`config.mk`:
```
export PLATFORM = sky130hd
export DESIGN_NAME = instr_decode
export DESIGN_NICKNAME = d
export VERILOG_FILES = /design/src/rtl/instr_decode.sv
export SDC_FILE = /design/constraint.sdc
export NUM_CORES = 1
export LEC_CHECK = 0
export BUFFER_PORTS_ARGS = -buffer_cell sky130_fd_sc_hd__buf_2
export CAP_MARGIN = 5
export CORE_MARGIN = 10
export CORE_UTILIZATION = 35
export DETAILED_ROUTE_END_ITERATION = 8
export PLACE_DENSITY = 0.67
export SLEW_MARGIN = 5
export SYNTH_ARGS = -nofsm -noshare
export SYNTH_HDL_FRONTEND = slang
export SYNTH_SLANG_ARGS = --single-unit
```
`constraint.sdc`:
```
create_clock -name clk -period 2.5 [get_ports clk]
set_clock_uncertainty 0.2 [all_clocks]
set_input_delay 0.125 -clock clk [delete_from_list [all_inputs] [get_ports clk]]
set_output_delay 0.125 -clock clk [all_outputs]
set_load 0.02 [all_outputs]
```
`src/rtl/instr_decode.sv`:
```
// Multi-cycle instruction fetch/decode controller: fetches one 32-bit word per
// instruction, decodes register addresses, immediate and ALU op, and pulses wr_en in WB.
module instr_decode #(
  parameter int unsigned PC_WIDTH     = 8,
  parameter int unsigned IMEM_LAT_MAX = 15
) (
  input  logic                clk,
  input  logic                RESET,
  output logic                imem_req,
  output logic [PC_WIDTH-1:0] imem_addr,
  input  logic                imem_ack,
  input  logic [31:0]         imem_data,
  output logic [2:0]          INaddr,
  output logic [2:0]          OUT1addr,
  output logic [2:0]          OUT2addr,
  output logic [7:0]          IMM,
  output logic                imm_sel,
  output logic [2:0]          alu_op,
  output logic                wr_en,
  output logic                illegal,
  output logic                fault
);

  localparam int unsigned WW = (IMEM_LAT_MAX > 1) ? $clog2(IMEM_LAT_MAX) : 1;
  localparam logic [WW-1:0] WAIT_LAST = WW'(IMEM_LAT_MAX - 1);

  typedef enum logic [2:0] {
    FETCH  = 3'd0,
    DECODE = 3'd1,
    EXEC   = 3'd2,
    WB     = 3'd3,
    STALL  = 3'd4
  } state_e;

  state_e              state_q, state_d;
  logic [PC_WIDTH-1:0] pc_q, pc_d;
  logic [31:0]         ir_q, ir_d;
  logic [WW-1:0]       wait_q, wait_d;
  logic                req_q, req_d;
  logic                fault_q, fault_d;
  logic [2:0]          ina_q, ina_d;
  logic [2:0]          out1_q, out1_d;
  logic [2:0]          out2_q, out2_d;
  logic [7:0]          imm_q, imm_d;
  logic                sel_q, sel_d;
  logic [2:0]          op_q, op_d;
  logic                ill_q, ill_d;

  // Only the low three bits of the dest/src1 fields address registers.
  logic unused_ir;
  assign unused_ir = ^{ir_q[23:19], ir_q[15:11]};

  always_comb begin
    state_d = state_q;
    pc_d    = pc_q;
    ir_d    = ir_q;
    wait_d  = wait_q;
    fault_d = fault_q;
    ina_d   = ina_q;
    out1_d  = out1_q;
    out2_d  = out2_q;
    imm_d   = imm_q;
    sel_d   = sel_q;
    op_d    = op_q;
    ill_d   = ill_q;

    unique case (state_q)
      FETCH: begin
        // req_q is low only in the first cycle after reset; ack is ignored then.
        if (req_q) begin
          if (imem_ack) begin
            ir_d    = imem_data;
            wait_d  = '0;
            state_d = DECODE;
          end else if (wait_q == WAIT_LAST) begin
            fault_d = 1'b1;
            state_d = STALL;
          end else begin
            wait_d = wait_q + 1'b1;
          end
        end
      end
      DECODE: begin
        ina_d  = ir_q[18:16];
        out1_d = ir_q[10:8];
        out2_d = ir_q[2:0];
        imm_d  = ir_q[7:0];
        sel_d  = 1'b0;
        op_d   = 3'b000;
        ill_d  = 1'b0;
        case (ir_q[31:24])
          8'h00:   sel_d = 1'b1;
          8'h01:   op_d  = 3'b000;
          8'h02:   op_d  = 3'b001;
          8'h03:   op_d  = 3'b010;
          8'h04:   op_d  = 3'b011;
          8'h05:   op_d  = 3'b100;
          default: ill_d = 1'b1;
        endcase
        state_d = EXEC;
      end
      EXEC: state_d = WB;
      WB: begin
        pc_d    = pc_q + 1'b1;
        state_d = FETCH;
      end
      STALL: state_d = STALL;
      default: state_d = FETCH;
    endcase

    req_d = (state_d == FETCH);
  end

  always_ff @(posedge clk or posedge RESET) begin
    if (RESET) begin
      state_q <= FETCH;
      pc_q    <= '0;
      ir_q    <= '0;
      wait_q  <= '0;
      req_q   <= 1'b0;
      fault_q <= 1'b0;
      ina_q   <= '0;
      out1_q  <= '0;
      out2_q  <= '0;
      imm_q   <= '0;
      sel_q   <= 1'b0;
      op_q    <= '0;
      ill_q   <= 1'b0;
    end else begin
      state_q <= state_d;
      pc_q    <= pc_d;
      ir_q    <= ir_d;
      wait_q  <= wait_d;
      req_q   <= req_d;
      fault_q <= fault_d;
      ina_q   <= ina_d;
      out1_q  <= out1_d;
      out2_q  <= out2_d;
      imm_q   <= imm_d;
      sel_q   <= sel_d;
      op_q    <= op_d;
      ill_q   <= ill_d;
    end
  end

  assign imem_req  = req_q;
  assign imem_addr = pc_q;
  assign INaddr    = ina_q;
  assign OUT1addr  = out1_q;
  assign OUT2addr  = out2_q;
  assign IMM       = imm_q;
  assign imm_sel   = sel_q;
  assign alu_op    = op_q;
  assign fault     = fault_q;
  assign wr_en     = (state_q == WB) & ~ill_q;
  assign illegal   = (state_q == WB) & ill_q;

endmodule
```
Yosys cells after proc, flatten, opt, wreduce, memory -nomap -nowiden
Index checks and enable logic that the tools add are counted.
- add/sub/neg operators: 2
- eq/ne operators: 11
- multiplexer cells: 9
- bitwise gates (word level): 4
- reductions and logical operators: 7
- operator list (kind ; count):
    3-bit one-hot mux with 4 select lines ; 2
    8-bit by 2-bit equality test with 1-bit output (second input constant) ; 2
    8-bit by 3-bit equality test with 1-bit output (second input constant) ; 2
    3-bit 2-to-1 mux ; 3
    8-bit by 1-bit adder with 8-bit output (second input constant) ; 1
    8-bit by 1-bit equality test with 1-bit output (second input constant) ; 1
    8-bit zero test ; 1
    4-bit 2-to-1 mux ; 2
    3-bit by 2-bit equality test with 1-bit output (second input constant) ; 2
    3-bit zero test ; 2
    3-bit AND reduction ; 2
    6-bit OR reduction ; 1
    4-bit by 1-bit adder with 4-bit output (second input constant) ; 1
    4-bit equality test (second input constant) ; 1
    4-bit AND reduction ; 1
    3-bit by 1-bit equality test with 1-bit output (second input constant) ; 1
    3-bit equality test (second input constant) ; 1
    1-bit AND ; 2
    1-bit 2-to-1 mux ; 2
    2-bit != test (second input constant) ; 1
    1-bit inverter ; 2
- register bits after elaboration: 71
- output and inout port bits: 33
- word-level logic and storage cells: 46

Depth between registers and ports, before layout
- word-level depth: 6
- depth in mapped cells: 6
- mapped depth without buffers: 5

Worst setup path after synthesis
OpenSTA, ideal clock, no wires.
- kind: reg2reg
- start point: register state_q[0]
- end point: register ir_q[0]
- library setup time: 0.125 ns
- data arrival time: 1.618 ns
- path slack: 0.557 ns
- stages on the path, launching flop included: 7
- period minus slack after synthesis: 1.943 ns
- path through: dfrtp_1 > buf_4 > nor3_1 > and3_1 > clkbuf_1 > buf_2 > mux2_2
- cells in the longest elaborated chain, start to end: 2
- ends and longest elaborated chain (item ; RTL line ; RTL):
    start, declared ; 35 ; state_e state_q, state_d;
    start signal, assigned ; 130 ; state_q <= state_d;
    3-bit zero test ; 67 ; unique case (state_q)
    3-bit AND reduction (no source line) ; -- ;
    end signal, assigned ; 132 ; ir_q <= ir_d;
    end, declared ; 37 ; logic [31:0] ir_q, ir_d;
Every way passes these cells.
A chain may end at the register's enable or synchronous reset.

Worst setup path after layout
- start point: register state_q[2]
- end point: register ir_q[18]
The elaborated chain is that of the path after synthesis.

==> out/results.ini <==
[cells_and_area]
final_nets=337
mostFrequentLayoutCells=dfrtp_1, buf_2, nand2_1
syn_to_final_growth_pct=32.0
stdcell_count=400
final_common_cell=dfrtp_1
diodes=0
layout-drive-gt1-share_pct=33.6

[logic_synthesis]
synth_area_per_cell_sq_um=11.4
synth_cell_types=39
netlist.area_leader.share_pct=58.9
ys_ff_latch=58
synth_seq_area_share_pct=58.9
syn_nets=255
synthCells=217
async_reset_ff_share_pct=100
syn_area_sq_um=2460
synth_ff_type=dfrtp_1
synth-edff-count=0
synth.area.top_cells=dfrtp_1, mux2_2, nand2_1, xnor2_1, ha_1
synth_warnings=0
yosys.area.top_type=dfrtp_1

[timing]
fin_crit_sh_pct=81.6
worst_pin_slew_ns=0.418
fmax_ghz=0.490
whs_ns=0.144
min_period_ns=2.04
relSlewSlack_pct=72.1
hold_viol=0
setup_viol=0
finalSetupTns_ns=0
slew_viol_final=0
setup_ws_ns=0.461
rsz0062_at_grt=false

[die]
die_h_um=104
rows=30
pin_count=68
core_sq_um=6830
start_util_pct=36.1
die-area_sq_um=10800
die_w_um=104

[clock_network]
h-tree-depth=3
cts_buffers=9
cts.sinks=58
root_buffer=clkbuf_8
ctsHoldBuffers=24
post_cts_buffers=0
path_clk_slew_ns=0.07
post_cts_resized=0
cts_buffer_depth=2
clock_latency_ns=0.32
cts_tree=done

[setup_path]
endpoint_kind=register
required_ns=2.51
critPathKind=register to register
startpoint_type=register
cp_data_arrival_time_ns=2.05
worstPathMaxFanout=22

[global_route]
grt_antenna_before_repair=0
grt_pass1_vias=1877
grtUsageTotal_pct=10.7
grt_overflow_total=0
grt_pass1_wl_mm=9.44
grt_start_max_net_pins=23

[min_path]
hp-class=input port to asynchronous set/reset pin

[pwr]
leakage_nw=1.60
powerDensity_nw_per_um2=1180
power_w=0.00383
peakVddDrop_v=0.000502

[route]
first_pass_iters=4
ant_nets=0
viasPerCell=4.54
dr_total_vias=1816
routed_wl_mm=5.52
drt_iter0_drc=86
drc=0
routedWlPerCell_um=13.8

[place]
place_hpwl_mm=3.77
routabilityCongestion=0.730
pre_cts_ws_ns=0.468
placedCellCount=360
portBuffers=57

[run_status]
status=completed

[run]
maxCapViolCount=0

kinds of logic after synthesis:
kind of cell             share of synthesized area, %
buffers and inverters                            4.01
flip-flops                                       58.9
adder cells (fa/ha/maj)                          1.93
XOR/XNOR                                         2.84
AND/OR/NAND/NOR                                  17.0
multiplexers                                     10.9
AO/OA/AOI/OAI                                    4.47
flip-flops by register name, summed over array words and instances, names as in the netlist:
signal,flops
ir_q,22
imem_addr,8
IMM,6
wait_q,4
INaddr,3
OUT1addr,3
alu_op,3
state_q,3
OUT2addr,2
fault,1
ill_q,1
imem_req,1
imm_sel,1
stage by stage:
stage / instance area [sq um] / utilization [%]
2_1_floorplan: 2460 / -
3_3_place_gp: 2830 / 41.4
3_5_place_dp: 2830 / 41.4
4_1_cts: 3250 / 47.6
5_1_grt: 3250 / 47.6
6_report: 3250 / 47.6
metal layers:
metal	global-route usage (%)	share of wire [%]	vias up
met2	16.8	50	35
met4	4.17	0.71	0
li1	-	-	892
met1	12.9	45	885
met3	4.21	5.0	4
met5	0	0	-
synthesized netlist by cell type, types with 2 or more instances:
cell type and n:
dfrtp_1 58, nand2_1 50, mux2_2 23, clkbuf_1 6
nand3_1 6, xnor2_1 6, nor2_1 5, nor3_1 5
o21ai_0 5, buf_2 4, buf_4 4, inv_1 4
o31ai_1 4, a21oi_1 3, ha_1 3, nor2b_1 3
a21o_1 2, and4b_1 2, nand4_1 2, or3_1 2
xor2_1 2
worst max-delay path: stages, from the launching register on:
cell	delay [ns]
dfrtp_1	0.48
nor3_1	0.35
and3_1	0.21
buf_4	0.30
mux2_2	0.38
final timing paths:
| kind | start | endpoint | slack (ns) | depth (start not counted) |
|---|---|---|---|---|
| max reg2reg | state_q[2] | ir_q[18] | 0.46 | 4 |
| min in group clk | ir_q[9] | OUT1addr[1] | 0.26 | 2 |
| min | RESET | imem_addr[7] | 0.14 | 3 |
| min reg2reg | ir_q[9] | OUT1addr[1] | 0.26 | 2 |
| max in group asynchronous | RESET | IMM[7] | 1.32 | 4 |
| max | state_q[2] | ir_q[18] | 0.46 | 4 |
layout make-up:
cell class / count / area, sq um
Sequential cell: 58 / 1450
Clock buffer: 10 / 128
Timing Repair Buffer: 86 / 563
Fill cell: 667 / 3580
Tap cell: 96 / 120
Clock inverter: 6 / 57.6
Inverter: 4 / 15.0
Multi-Input combinational cell: 140 / 920
where the power goes:
part           internal [W]  switching, W  total (W)
registers           0.00134      0.000309    0.00165
clock network      0.000453      0.000361   0.000814
logic              0.000599      0.000763    0.00136
Power figures use the tool's default switching activity.
